## config.mk

```make
export PLATFORM = sky130hd
export DESIGN_NAME = jtag_mem_bridge
export DESIGN_NICKNAME = d
export VERILOG_FILES = /design/src/rtl/jtag_pkg.sv /design/src/rtl/jtag_dr_shift.sv /design/src/rtl/jtag_mem_bridge.sv
export SDC_FILE = /design/constraint.sdc
export NUM_CORES = 1
export LEC_CHECK = 0
export CAP_MARGIN = 5
export CORE_AREA = 2 2 116 118
export DETAILED_ROUTE_END_ITERATION = 10
export DIE_AREA = 0 0 118 120
export DONT_BUFFER_PORTS = 1
export GPL_TIMING_DRIVEN = 0
export PLACE_DENSITY = 0.8
export SLEW_MARGIN = 30
export SYNTH_ARGS = -nofsm -noshare
export SYNTH_HDL_FRONTEND = slang
export SYNTH_SLANG_ARGS = --single-unit
```

## constraint.sdc

```tcl
create_clock -name TCK -period 3.9 [get_ports TCK]
set_input_delay 0.585 -clock TCK [delete_from_list [all_inputs] [get_ports TCK]]
set_output_delay 0.585 -clock TCK [all_outputs]
set_load 0.02 [all_outputs]
```

## src/rtl/jtag_pkg.sv

```systemverilog
// Shared definitions for the JTAG user-chain memory bridge: opcodes, FSM states, status bits.
// Latency: none (declarations only).
// Backpressure: none.
package jtag_pkg;

  // Opcode field carried in the top two bits of every shifted-in frame
  typedef enum logic [1:0] {
    OP_NOP     = 2'b00,
    OP_SETADDR = 2'b01,
    OP_WRITE   = 2'b10,
    OP_READ    = 2'b11
  } op_e;

  // Bridge sequencer states
  typedef enum logic [1:0] {
    IDLE   = 2'b00,
    WR     = 2'b01,
    RD     = 2'b10,
    RDWAIT = 2'b11
  } state_e;

  // Status bit positions in the captured word, as offsets above the read-data field
  localparam int STAT_BUSY = 0;
  localparam int STAT_OVR  = 1;
  localparam int STAT_ERR  = 2;

  // Width of the channel field: at least one bit even for a single channel
  function automatic int chan_w(input int nchan);
    return (nchan > 1) ? $clog2(nchan) : 1;
  endfunction

endpackage

```

## src/rtl/jtag_dr_shift.sv

```systemverilog
// JTAG data register: parallel capture, LSB-first serial shift, TDO from bit 0.
// Latency: capture and shift take effect at the next rising clock edge.
// Backpressure: none; capture has priority over shift when both are requested.
module jtag_dr_shift #(
  parameter int L = 8
) (
  input  logic         clk,
  input  logic         rst_n,
  input  logic         cap_en,
  input  logic         shift_en,
  input  logic         tdi,
  input  logic [L-1:0] cap_dat,
  output logic [L-1:0] sr_dat,
  output logic         tdo
);

  logic [L-1:0] sr_q;

  // Shift register: load status on capture, otherwise shift right with TDI entering at the top
  always_ff @(posedge clk) begin
    if (!rst_n) begin
      sr_q <= '0;
    end else if (cap_en) begin
      sr_q <= cap_dat;
    end else if (shift_en) begin
      sr_q <= {tdi, sr_q[L-1:1]};
    end
  end

  assign sr_dat = sr_q;
  assign tdo    = sr_q[0];

endmodule

```

## src/rtl/jtag_mem_bridge.sv

```systemverilog
// JTAG user-chain to multi-channel memory bridge; optional JTAG_BRIDGE_AUTOINC_EN bumps the address after each access.
// Latency: access strobe one TCK after UPDATE; read data captured one cycle after the read strobe.
// Backpressure: an UPDATE arriving while an access is in flight is dropped and flagged in ovr_sticky.
module jtag_mem_bridge
  import jtag_pkg::*;
#(
  parameter int DATA_W = 32,
  parameter int ADDR_W = 32,
  parameter int NCHAN  = 2,
  localparam int CW    = chan_w(NCHAN)
) (
  input  logic                    TCK,
  input  logic                    RESET_N,
  input  logic                    SEL,
  input  logic                    CAPTURE,
  input  logic                    SHIFT,
  input  logic                    UPDATE,
  input  logic                    TDI,
  output logic                    TDO,
  output logic                    MEM_EN,
  output logic                    MEM_WE,
  output logic [CW-1:0]           MEM_CH,
  output logic [ADDR_W-1:0]       MEM_ADDR,
  output logic [DATA_W-1:0]       MEM_WDATA,
  input  logic [NCHAN*DATA_W-1:0] MEM_RDATA,
  output logic                    BUSY
);

  localparam int L = 2 + CW + DATA_W;

`ifdef JTAG_BRIDGE_AUTOINC_EN
  localparam bit AUTOINC = 1'b1;
`else
  localparam bit AUTOINC = 1'b0;
`endif

  state_e              state_q, state_d;
  logic [ADDR_W-1:0]   addr_q;
  logic [CW-1:0]       ch_q;
  logic [DATA_W-1:0]   rdata_q;
  logic                err_q, ovr_q;
  logic [CW-1:0]       mem_ch_q;
  logic [ADDR_W-1:0]   mem_addr_q;
  logic [DATA_W-1:0]   mem_wdata_q;

  logic                cap_en, shift_en, upd_en;
  logic [L-1:0]        cap_dat, sr_dat;
  op_e                 f_op;
  logic [CW-1:0]       f_ch;
  logic [DATA_W-1:0]   f_pay;
  logic                ch_ok;
  logic                start, done, set_err, set_ovr;
  logic [DATA_W-1:0]   rd_sel;

  // TAP strobes only count while this chain is selected; a shift masks a simultaneous update
  assign cap_en   = SEL & CAPTURE;
  assign shift_en = SEL & SHIFT;
  assign upd_en   = SEL & UPDATE & ~SHIFT;

  assign f_op  = op_e'(sr_dat[L-1 -: 2]);
  assign f_ch  = sr_dat[DATA_W +: CW];
  assign f_pay = sr_dat[DATA_W-1:0];
  assign ch_ok = (32'(f_ch) < 32'(NCHAN));

  assign BUSY      = (state_q != IDLE);
  assign MEM_EN    = (state_q == WR) || (state_q == RD);
  assign MEM_WE    = (state_q == WR);
  assign MEM_CH    = mem_ch_q;
  assign MEM_ADDR  = mem_addr_q;
  assign MEM_WDATA = mem_wdata_q;

  // Status word presented to the shift register on capture
  always_comb begin
    cap_dat                     = '0;
    cap_dat[DATA_W-1:0]         = rdata_q;
    cap_dat[DATA_W + STAT_BUSY] = BUSY;
    cap_dat[DATA_W + STAT_OVR]  = ovr_q;
    cap_dat[DATA_W + STAT_ERR]  = err_q;
  end

  jtag_dr_shift #(.L(L)) u_dr (
    .clk      (TCK),
    .rst_n    (RESET_N),
    .cap_en   (cap_en),
    .shift_en (shift_en),
    .tdi      (TDI),
    .cap_dat  (cap_dat),
    .sr_dat   (sr_dat),
    .tdo      (TDO)
  );

  // Read-data mux over the channel held on the memory port
  always_comb begin
    rd_sel = '0;
    for (int k = 0; k < NCHAN; k++) begin
      if (mem_ch_q == CW'(k)) rd_sel = MEM_RDATA[k*DATA_W +: DATA_W];
    end
  end

  // Sequencer: decode the frame on update in IDLE, then walk the one-cycle access states
  always_comb begin
    state_d = state_q;
    start   = 1'b0;
    done    = 1'b0;
    set_err = 1'b0;
    set_ovr = 1'b0;
    case (state_q)
      IDLE: begin
        if (upd_en && (f_op == OP_WRITE || f_op == OP_READ)) begin
          if (ch_ok) begin
            state_d = (f_op == OP_WRITE) ? WR : RD;
            start   = 1'b1;
          end else begin
            set_err = 1'b1;
          end
        end
      end
      WR: begin
        state_d = IDLE;
        done    = 1'b1;
      end
      RD: state_d = RDWAIT;
      RDWAIT: begin
        state_d = IDLE;
        done    = 1'b1;
      end
      default: state_d = IDLE;
    endcase
    if (upd_en && state_q != IDLE) set_ovr = 1'b1;
  end

  // State register
  always_ff @(posedge TCK) begin
    if (!RESET_N) state_q <= IDLE;
    else          state_q <= state_d;
  end

  // Address, memory port, read data and sticky status registers
  always_ff @(posedge TCK) begin
    if (!RESET_N) begin
      addr_q      <= '0;
      ch_q        <= '0;
      rdata_q     <= '0;
      err_q       <= 1'b0;
      ovr_q       <= 1'b0;
      mem_ch_q    <= '0;
      mem_addr_q  <= '0;
      mem_wdata_q <= '0;
    end else begin
      if (upd_en && state_q == IDLE && f_op == OP_SETADDR) begin
        addr_q <= f_pay[ADDR_W-1:0];
        ch_q   <= f_ch;
      end else if (AUTOINC && done) begin
        addr_q <= addr_q + ADDR_W'(1);
      end
      // Port is loaded when an access starts and otherwise parks on the programmed target,
      // so it never moves while MEM_EN is high
      if (start) begin
        mem_ch_q    <= f_ch;
        mem_addr_q  <= addr_q;
        mem_wdata_q <= f_pay;
      end else if (state_q == IDLE) begin
        mem_ch_q   <= ch_q;
        mem_addr_q <= addr_q;
      end
      if (state_q == RDWAIT) rdata_q <= rd_sel;
      // Capture clears the flags, but an event in the same cycle wins
      err_q <= (err_q & ~cap_en) | set_err;
      ovr_q <= (ovr_q & ~cap_en) | set_ovr;
    end
  end

endmodule

```

### Word level (Yosys, flattened, before mapping)

Cells that the tools add are included.

* add/subtract/negate cells: 0
* multiply operators: 0
* div/mod/pow operators: 0
* $lt $le $gt $ge: 0
* equality and inequality tests: 7
* shift-type cells: 0
* mux-type cells: 13
* bitwise logic cells: 9
* reductions and logical operators: 11

Operator list (count)
* $mux W32: 3
* $mux W35: 2
* $eq A2 B2 Y1 const B: 4
* $and A1 B1 Y1: 6
* $pmux W2 S3: 1
* $reduce_bool A2 Y1: 3
* $mux W1: 5
* $eq A2 B1 Y1 const B: 2
* $logic_and A1 B1 Y1: 4
* $mux W2: 2
* $logic_not A2 Y1: 1
* $logic_or A1 B1 Y1: 2
* $ne A2 B2 Y1 const B: 1
* $not A1 Y1: 2
* $reduce_or A2 Y1: 1
* $or A1 B1 Y1: 1

* register bits after elaboration: 169
* latch bits: 0
* bits in writable memories: 0
* memory bits (read-only): 0
* bits of input ports: 71
* output and inout port bits: 69
* word-level logic and storage cells: 50
* memories: 0

### Logic depth before layout (Yosys ltp)

Gate-level depths: netlist of run 1.

* depth in word-level cells: 6
* depth in mapped cells: 7
* depth with buffers taken out: 5

### Hierarchy

From an unflattened synthesis of run 1, not the netlist that was laid out.

* cells, all modules: 687
* area, all modules: 7395.8 µm²

Modules (own cells, without submodules)
* jtag_mem_bridge: times used 1, cells an instance 531, area each 5479.0 µm², sequential area each 2682.6 µm²
* jtag_dr_shift: times used 1, cells an instance 156, area each 1916.8 µm², sequential area each 700.7 µm²

### Worst setup path after synthesis of run 1

Ideal clock, no wire load.

* path type: reg-to-output
* start: reg state_q[0]
* end: out BUSY
* data arrival time: 1.148 ns
* data required time: 3.315 ns
* setup slack: 2.167 ns
* stages on the path, launching flop included: 5
* path buffers: 1
* cell sequence: dfxtp_1 -> inv_1 -> ha_1 -> inv_1 -> clkbuf_1

* longest elaborated chain between the ends: 1

RTL lines
* from (decl): RTL line jtag_mem_bridge.sv:37 `state_e state_q, state_d;`
* from (signal assigned): RTL line jtag_mem_bridge.sv:135 `else state_q <= state_d;`
* $reduce_bool A2 Y1: RTL line jtag_mem_bridge.sv:65 `assign BUSY = (state_q != IDLE);`
* to (decl): RTL line jtag_mem_bridge.sv:26 `output logic BUSY`

No other way between the ends.

### Worst setup path in the final report of run 1

* start: reg state_q[1]
* end: out BUSY

The elaborated chain is that of the path after synthesis.

==> results of run 1 <==
==> cells by family (layout without fill, tap and decap cells) <==
| kind of cell | Yosys count | count (layout) |
|---|---|---|
| compound gates | 243 | 243 |
| fa+ha+maj | 5 | 5 |
| buf+inv | 81 | 111 |
| flops | 169 | 169 |
| mux | 98 | 98 |
| other cells | 0 | 1 |
| simple gates | 177 | 177 |
==> cells in the mapped netlist (2+ instances only) <==
library cell / number / area [sq um]
clkbuf_1: 37 / 139
o21ai_1: 8 / 40.0
and3b_1: 2 / 17.5
buf_1: 4 / 15.0
a21oi_1: 101 / 505
inv_1: 4 / 15.0
nor2_1: 66 / 248
nand2_1: 2 / 7.51
nand3b_1: 2 / 15.0
buf_4: 12 / 90.1
ha_1: 5 / 62.6
dfxtp_1: 169 / 3380
a211oi_1: 32 / 240
nand2b_1: 35 / 219
buf_2: 23 / 115
o21ai_0: 95 / 475
mux2i_1: 98 / 981
nand3_1: 66 / 330
==> flip-flops by register name (all words and copies together), names as in the netlist <==
| name | count |
|---|---|
| MEM_CH | 1 |
| MEM_ADDR | 32 |
| ovr_q | 1 |
| u_dr.sr_dat | 35 |
| ch_q | 1 |
| rdata_q | 32 |
| err_q | 1 |
| MEM_WDATA | 32 |
| state_q | 2 |
| addr_q | 32 |
==> stage by stage <==
step | cells | instance area [sq um] | utilization (%) | total power [mW]
floorplan | 773 | 7000 | - | 2.71
global placement | 949 | 7220 | 55.6 | 2.93
detailed placement | 949 | 7220 | 55.6 | 2.94
CTS | 979 | 7770 | 59.9 | 4.48
global route | 979 | 7770 | 59.9 | 4.67
finish | 980 | 7770 | 59.9 | 4.48
==> layout make-up <==
| cell class | count | area, sq um |
|---|---|---|
| sequential | 169 | 3380 |
| clock buffer | 23 | 478 |
| fill | 1135 | 5210 |
| buffer | 76 | 359 |
| inverter | 5 | 18.8 |
| clock inverter | 7 | 70.1 |
| antenna | 1 | 2.50 |
| tap | 176 | 220 |
| multi-input combinational | 523 | 3240 |
==> per-layer routing <==
| metal | track usage, % | part of all wire, % |
|---|---|---|
| met1 | 30.9 | 45 |
| met2 | 39.1 | 45 |
| met3 | 7.79 | 7.3 |
| met4 | 9.04 | 2.0 |
| met5 | 0 | 0.077 |
==> power groups by stage <==
stage / combinational (mW) / sequential (mW) / clock, mW
2_1_floorplan: 0.823 / 1.89 / 0
3_3_place_gp: 1.01 / 1.92 / 0
3_5_place_dp: 1.02 / 1.92 / 0
4_1_cts: 1.02 / 1.88 / 1.58
5_1_grt: 1.12 / 1.89 / 1.65
6_report: 1.03 / 1.89 / 1.57
==> final timing paths <==
check / end / slack (ns) / depth (start not counted)
max: BUSY / 1.43 / 4
min: rdata_q[8]$_SDFFE_PN0N_ / 0.40 / 2
max reg2reg: MEM_CH$_SDFFE_PN0P_ / 1.84 / 6
min reg2reg: addr_q[21]$_SDFFE_PN0P_ / 0.48 / 2
==> impl_metrics.toml, run 1 <==
[run_status]
status = "complete, no violations"

[clock_tree]
cts.htree.levels = 4
path_clk_slew_ns = 0.06
insertion_delay_ns = 0.43
cts.path.max_buffers = 2
cts_buffers = 17
root_buffer = "clkbuf_16"
cts_setup_buffers = 0
clock_sinks = 169
post_cts_resize_count = 0
cts_hold_buf = 0
cts_tree = "done"

[power]
p_clk_share_pct = 35.0
ir_drop_v = 0.000324
power.combinational.fraction_pct = 22.9
netSwitchingPower_mw = 1.38
p_int_mw = 3.10
netSwitchingFraction_pct = 30.9
pwr-share-seq_pct = 42.1
leakage_nw = 2.89
p_per_area_nw_per_um2 = 577

[setup_path]
crit_required_ns = 3.31
cp_num_buf_inv = 3
cp.arrival_ns = 1.88
worstPathMaxFanout = 10
path_cells = "inv_1 > ha_1 > inv_1 > clkbuf_1"
critical-path-top-delay-family = "buffers and inverters"
critical_path.max_stage_delay_ns = 0.51
slowest_stage = "clkbuf_1"
cp-start-kind = "flip-flop"
startpoint = "state_q[1]$_SDFFE_PN0P_"
timing.rr.start = "state_q[1]$_SDFFE_PN0P_"
worstSetupEndpointType = "output pin"
cpMostUsedCell = "inv_1"
crit_type = "flip-flop to output pin"

[timing]
drv_slew = 0
setup_slack_ns = 1.43
finClkSkew_ns = 0.00913
worst_slew_pin_slew_ns = 0.616
hold_viol = 0
fin_crit_sh_pct = 63.3
min_period_ns = 2.47
grt_setup_unrepaired = "no"
slew_headroom_pct = 58.9
fin_tns_setup_ns = 0
clock.fmax_mhz = 405
setup_viol = 0
holdWs_ns = 0.396

[global_routing]
grt_pass1_vias = 5313
grt_antenna_before_repair = 2
grt_remaining_overflow = 0
grt_max_degree = 17
grtUsageTotal_pct = 24.4
grt_pass1_wl_mm = 27.5

[floorplan]
die_w_microns = 118
fp.coreArea_sq_um = 13000
die_y_microns = 120
io_pins = 140
die-area_sq_um = 14200
start_util_pct = 53.9
rows = 42

[logic_synthesis]
synth_top_family_by_area = "compound AO/OA/AOI/OAI gates"
postSynthCellCount = 773
syn_nets = 849
synth-seq-area-share_pct = 48.3
synthDistinctLibCells = 30
synth_mux_area_share_pct = 14.0
synth_edf_count = 0
synth_fa_ha_area_share_pct = 0.894
synthSimpleGateAreaFrac_pct = 12.5
synth-warning-count = 0
synth-compound-area-share_pct = 18.9
async_flop_share_pct = 0
mappedNetlistArea_sq_um = 7000
syn_avg_cell_area_sq_um = 9.06
synth-xor-area-share_pct = 0
synth_seq_cells = 169
synth_ff_type = "dfxtp_1"

[drt]
drt_iter0_markers = 586
drc_errors = 0
vias = 5598
wl_per_cell_microns = 17.3
ant_nets = 0
firstDrtPassIters = 6
routed_via_density = 5.71
wl_mm = 16.9

[job]
drv_cap = 0

[placement]
place_ws_ns = 1.92
dp_hpwl_mm = 12.2
port_buffers = 0
gp_congestion = 0.838

[final_layout]
layout_commonest_cell = "dfxtp_1"
layout.nets = 868
mostFrequentLayoutCells = "dfxtp_1, a21oi_1, mux2i_1"
drive_above_1_share_pct = 8.09
area_delta_synth_final_pct = 11.0

[min_path]
hp-start = "MEM_RDATA[8]"
min_path_type = "input port to flip-flop"
Power figures use the tool's default switching activity.
==> run 2, diff against run 1 <==
clock period = 2.3 ns   (was 3.9 ns; I/O delays follow)
==> run 2 against run 1 <==
Net effect:
- clock power increased by 69%
- largest cell class unchanged
- sequential power up 69%
- global-route usage unchanged
- critical path depth unchanged
- largest power group unchanged
- setup slack worse by 1.2 ns
- clock skew increased by 0.00076 ns
- register-to-register slack worse by 1.3 ns
- sequential cell count unchanged
- design area barely moved
- routed wire length up 0.17%
- critical path type unchanged
- combinational power increased by 69%
==> impl_metrics.toml, run 2 (synthesis gave the netlist of run 1 again) <==
[drt]
firstDrtPassIters = 6
vias = 5619
drt_iter0_markers = 591
routed_via_density = 5.73
wl_mm = 17.0
ant_nets = 0
wl_per_cell_microns = 17.3
drc_errors = 0

[timing]
clock.fmax_mhz = 489
worst_slew_pin_slew_ns = 0.626
setup_viol = 0
fin_tns_setup_ns = 0
finClkSkew_ns = 0.00989
drv_slew = 0
min_period_ns = 2.04
hold_viol = 0
slew_headroom_pct = 58.3
setup_slack_ns = 0.256
grt_setup_unrepaired = "no"
fin_crit_sh_pct = 88.9

[global_routing]
grt_antenna_before_repair = 2
grt_pass1_vias = 5313
grt_pass1_wl_mm = 27.5
grt_max_degree = 17
grt_remaining_overflow = 0
grtUsageTotal_pct = 24.4

[floorplan]
start_util_pct = 53.9
die_y_microns = 120
fp.coreArea_sq_um = 13000
io_pins = 140
die-area_sq_um = 14200
die_w_microns = 118
rows = 42

[clock_tree]
path_clk_slew_ns = 0.06
cts.path.max_buffers = 2
cts.htree.levels = 4
insertion_delay_ns = 0.43
clock_sinks = 169
cts_buffers = 17
cts_setup_buffers = 0
cts_tree = "done"
root_buffer = "clkbuf_16"

[power]
design_power_total_mw = 7.60
p_per_area_nw_per_um2 = 978
leakage_nw = 2.90
ir_drop_v = 0.000557

[run_status]
status = "complete, no violations"

[setup_path]
cp.arrival_ns = 1.70
crit_type = "flip-flop to output pin"
worstSetupEndpointType = "output pin"
cp-start-kind = "flip-flop"
crit_required_ns = 1.96
worstPathMaxFanout = 10

[final_layout]
fill_cells = 1134
mostFrequentLayoutCells = "dfxtp_1, a21oi_1, mux2i_1"
layoutNonFillerInstCount = 980
layout_commonest_cell = "dfxtp_1"
utilization_pct = 59.9
largest_reg_flops = 35
drive_above_1_share_pct = 8.22
layout.nets = 868
area_delta_synth_final_pct = 11.0

[placement]
dp_hpwl_mm = 12.2
port_buffers = 0
gp_congestion = 0.838
post-place-cells = 949
place_ws_ns = 0.356

[min_path]
min_path_type = "input port to flip-flop"

[job]
drv_cap = 0
[run 2: what timing repair did]
action / CTS / global route
setup endpoints to repair: 0 / 1
resized for setup: 0 / 2
hold buffers: 0 / 0
[run 2: critical path, stage by stage (launching register included)]
cell and delay (ns):
dfxtp_1 0.40, inv_1 0.10, ha_1 0.24, inv_1 0.20, clkbuf_2 0.33
[run 2: per-layer routing]
| metal | vias to the layer above | GRT usage (%) | wire length (microns) | share of wire (%) |
|---|---|---|---|---|
| li1 | 2784 | - | - | - |
| met1 | 2608 | 30.9 | 7650 | 45 |
| met2 | 195 | 39.1 | 7680 | 45 |
| met3 | 30 | 7.79 | 1270 | 7.5 |
| met4 | 2 | 9.04 | 347 | 2.0 |
| met5 | - | 0 | 13 | 0.077 |
[run 2: report_power, final]
group          leakage [nW]  switching (mW)  total [mW]  internal, mW
sequential             1.37           0.137        3.20          3.06
clock                 0.257            1.10        2.66          1.56
combinational          1.27            1.11        1.74         0.637
[run 2: area by class of cell]
type	count	area [sq um]	area share (%)
flip-flops and latches	169	3380	43.5
multi-input cells	523	3240	41.7
clock inverters	7	70.1	0.901
clock buffers	23	478	6.15
well taps	176	220	2.83
plain buffers	76	360	4.64
diodes	1	2.50	0.0322
inverters	5	18.8	0.241
[run 2: path summary, 6_finish.rpt]
kind / end / from / depth (start not counted) / slack [ns]
hold / removal: rdata_q[8]$_SDFFE_PN0N_ / MEM_RDATA[8] / 2 / 0.15
hold reg to reg: addr_q[21]$_SDFFE_PN0P_ / addr_q[21]$_SDFFE_PN0P_ / 2 / 0.48
setup / recovery: BUSY / state_q[1]$_SDFFE_PN0P_ / 4 / 0.26
setup reg to reg: MEM_CH$_SDFFE_PN0P_ / state_q[1]$_SDFFE_PN0P_ / 6 / 0.55
[run 2: stage by stage]
stage          hold WS [ns]  area (sq um)
2_1_floorplan         0.444          7000
3_3_place_gp          0.464          7220
3_5_place_dp          0.468          7220
4_1_cts               0.149          7770
5_1_grt               0.179          7770
6_report              0.151          7770
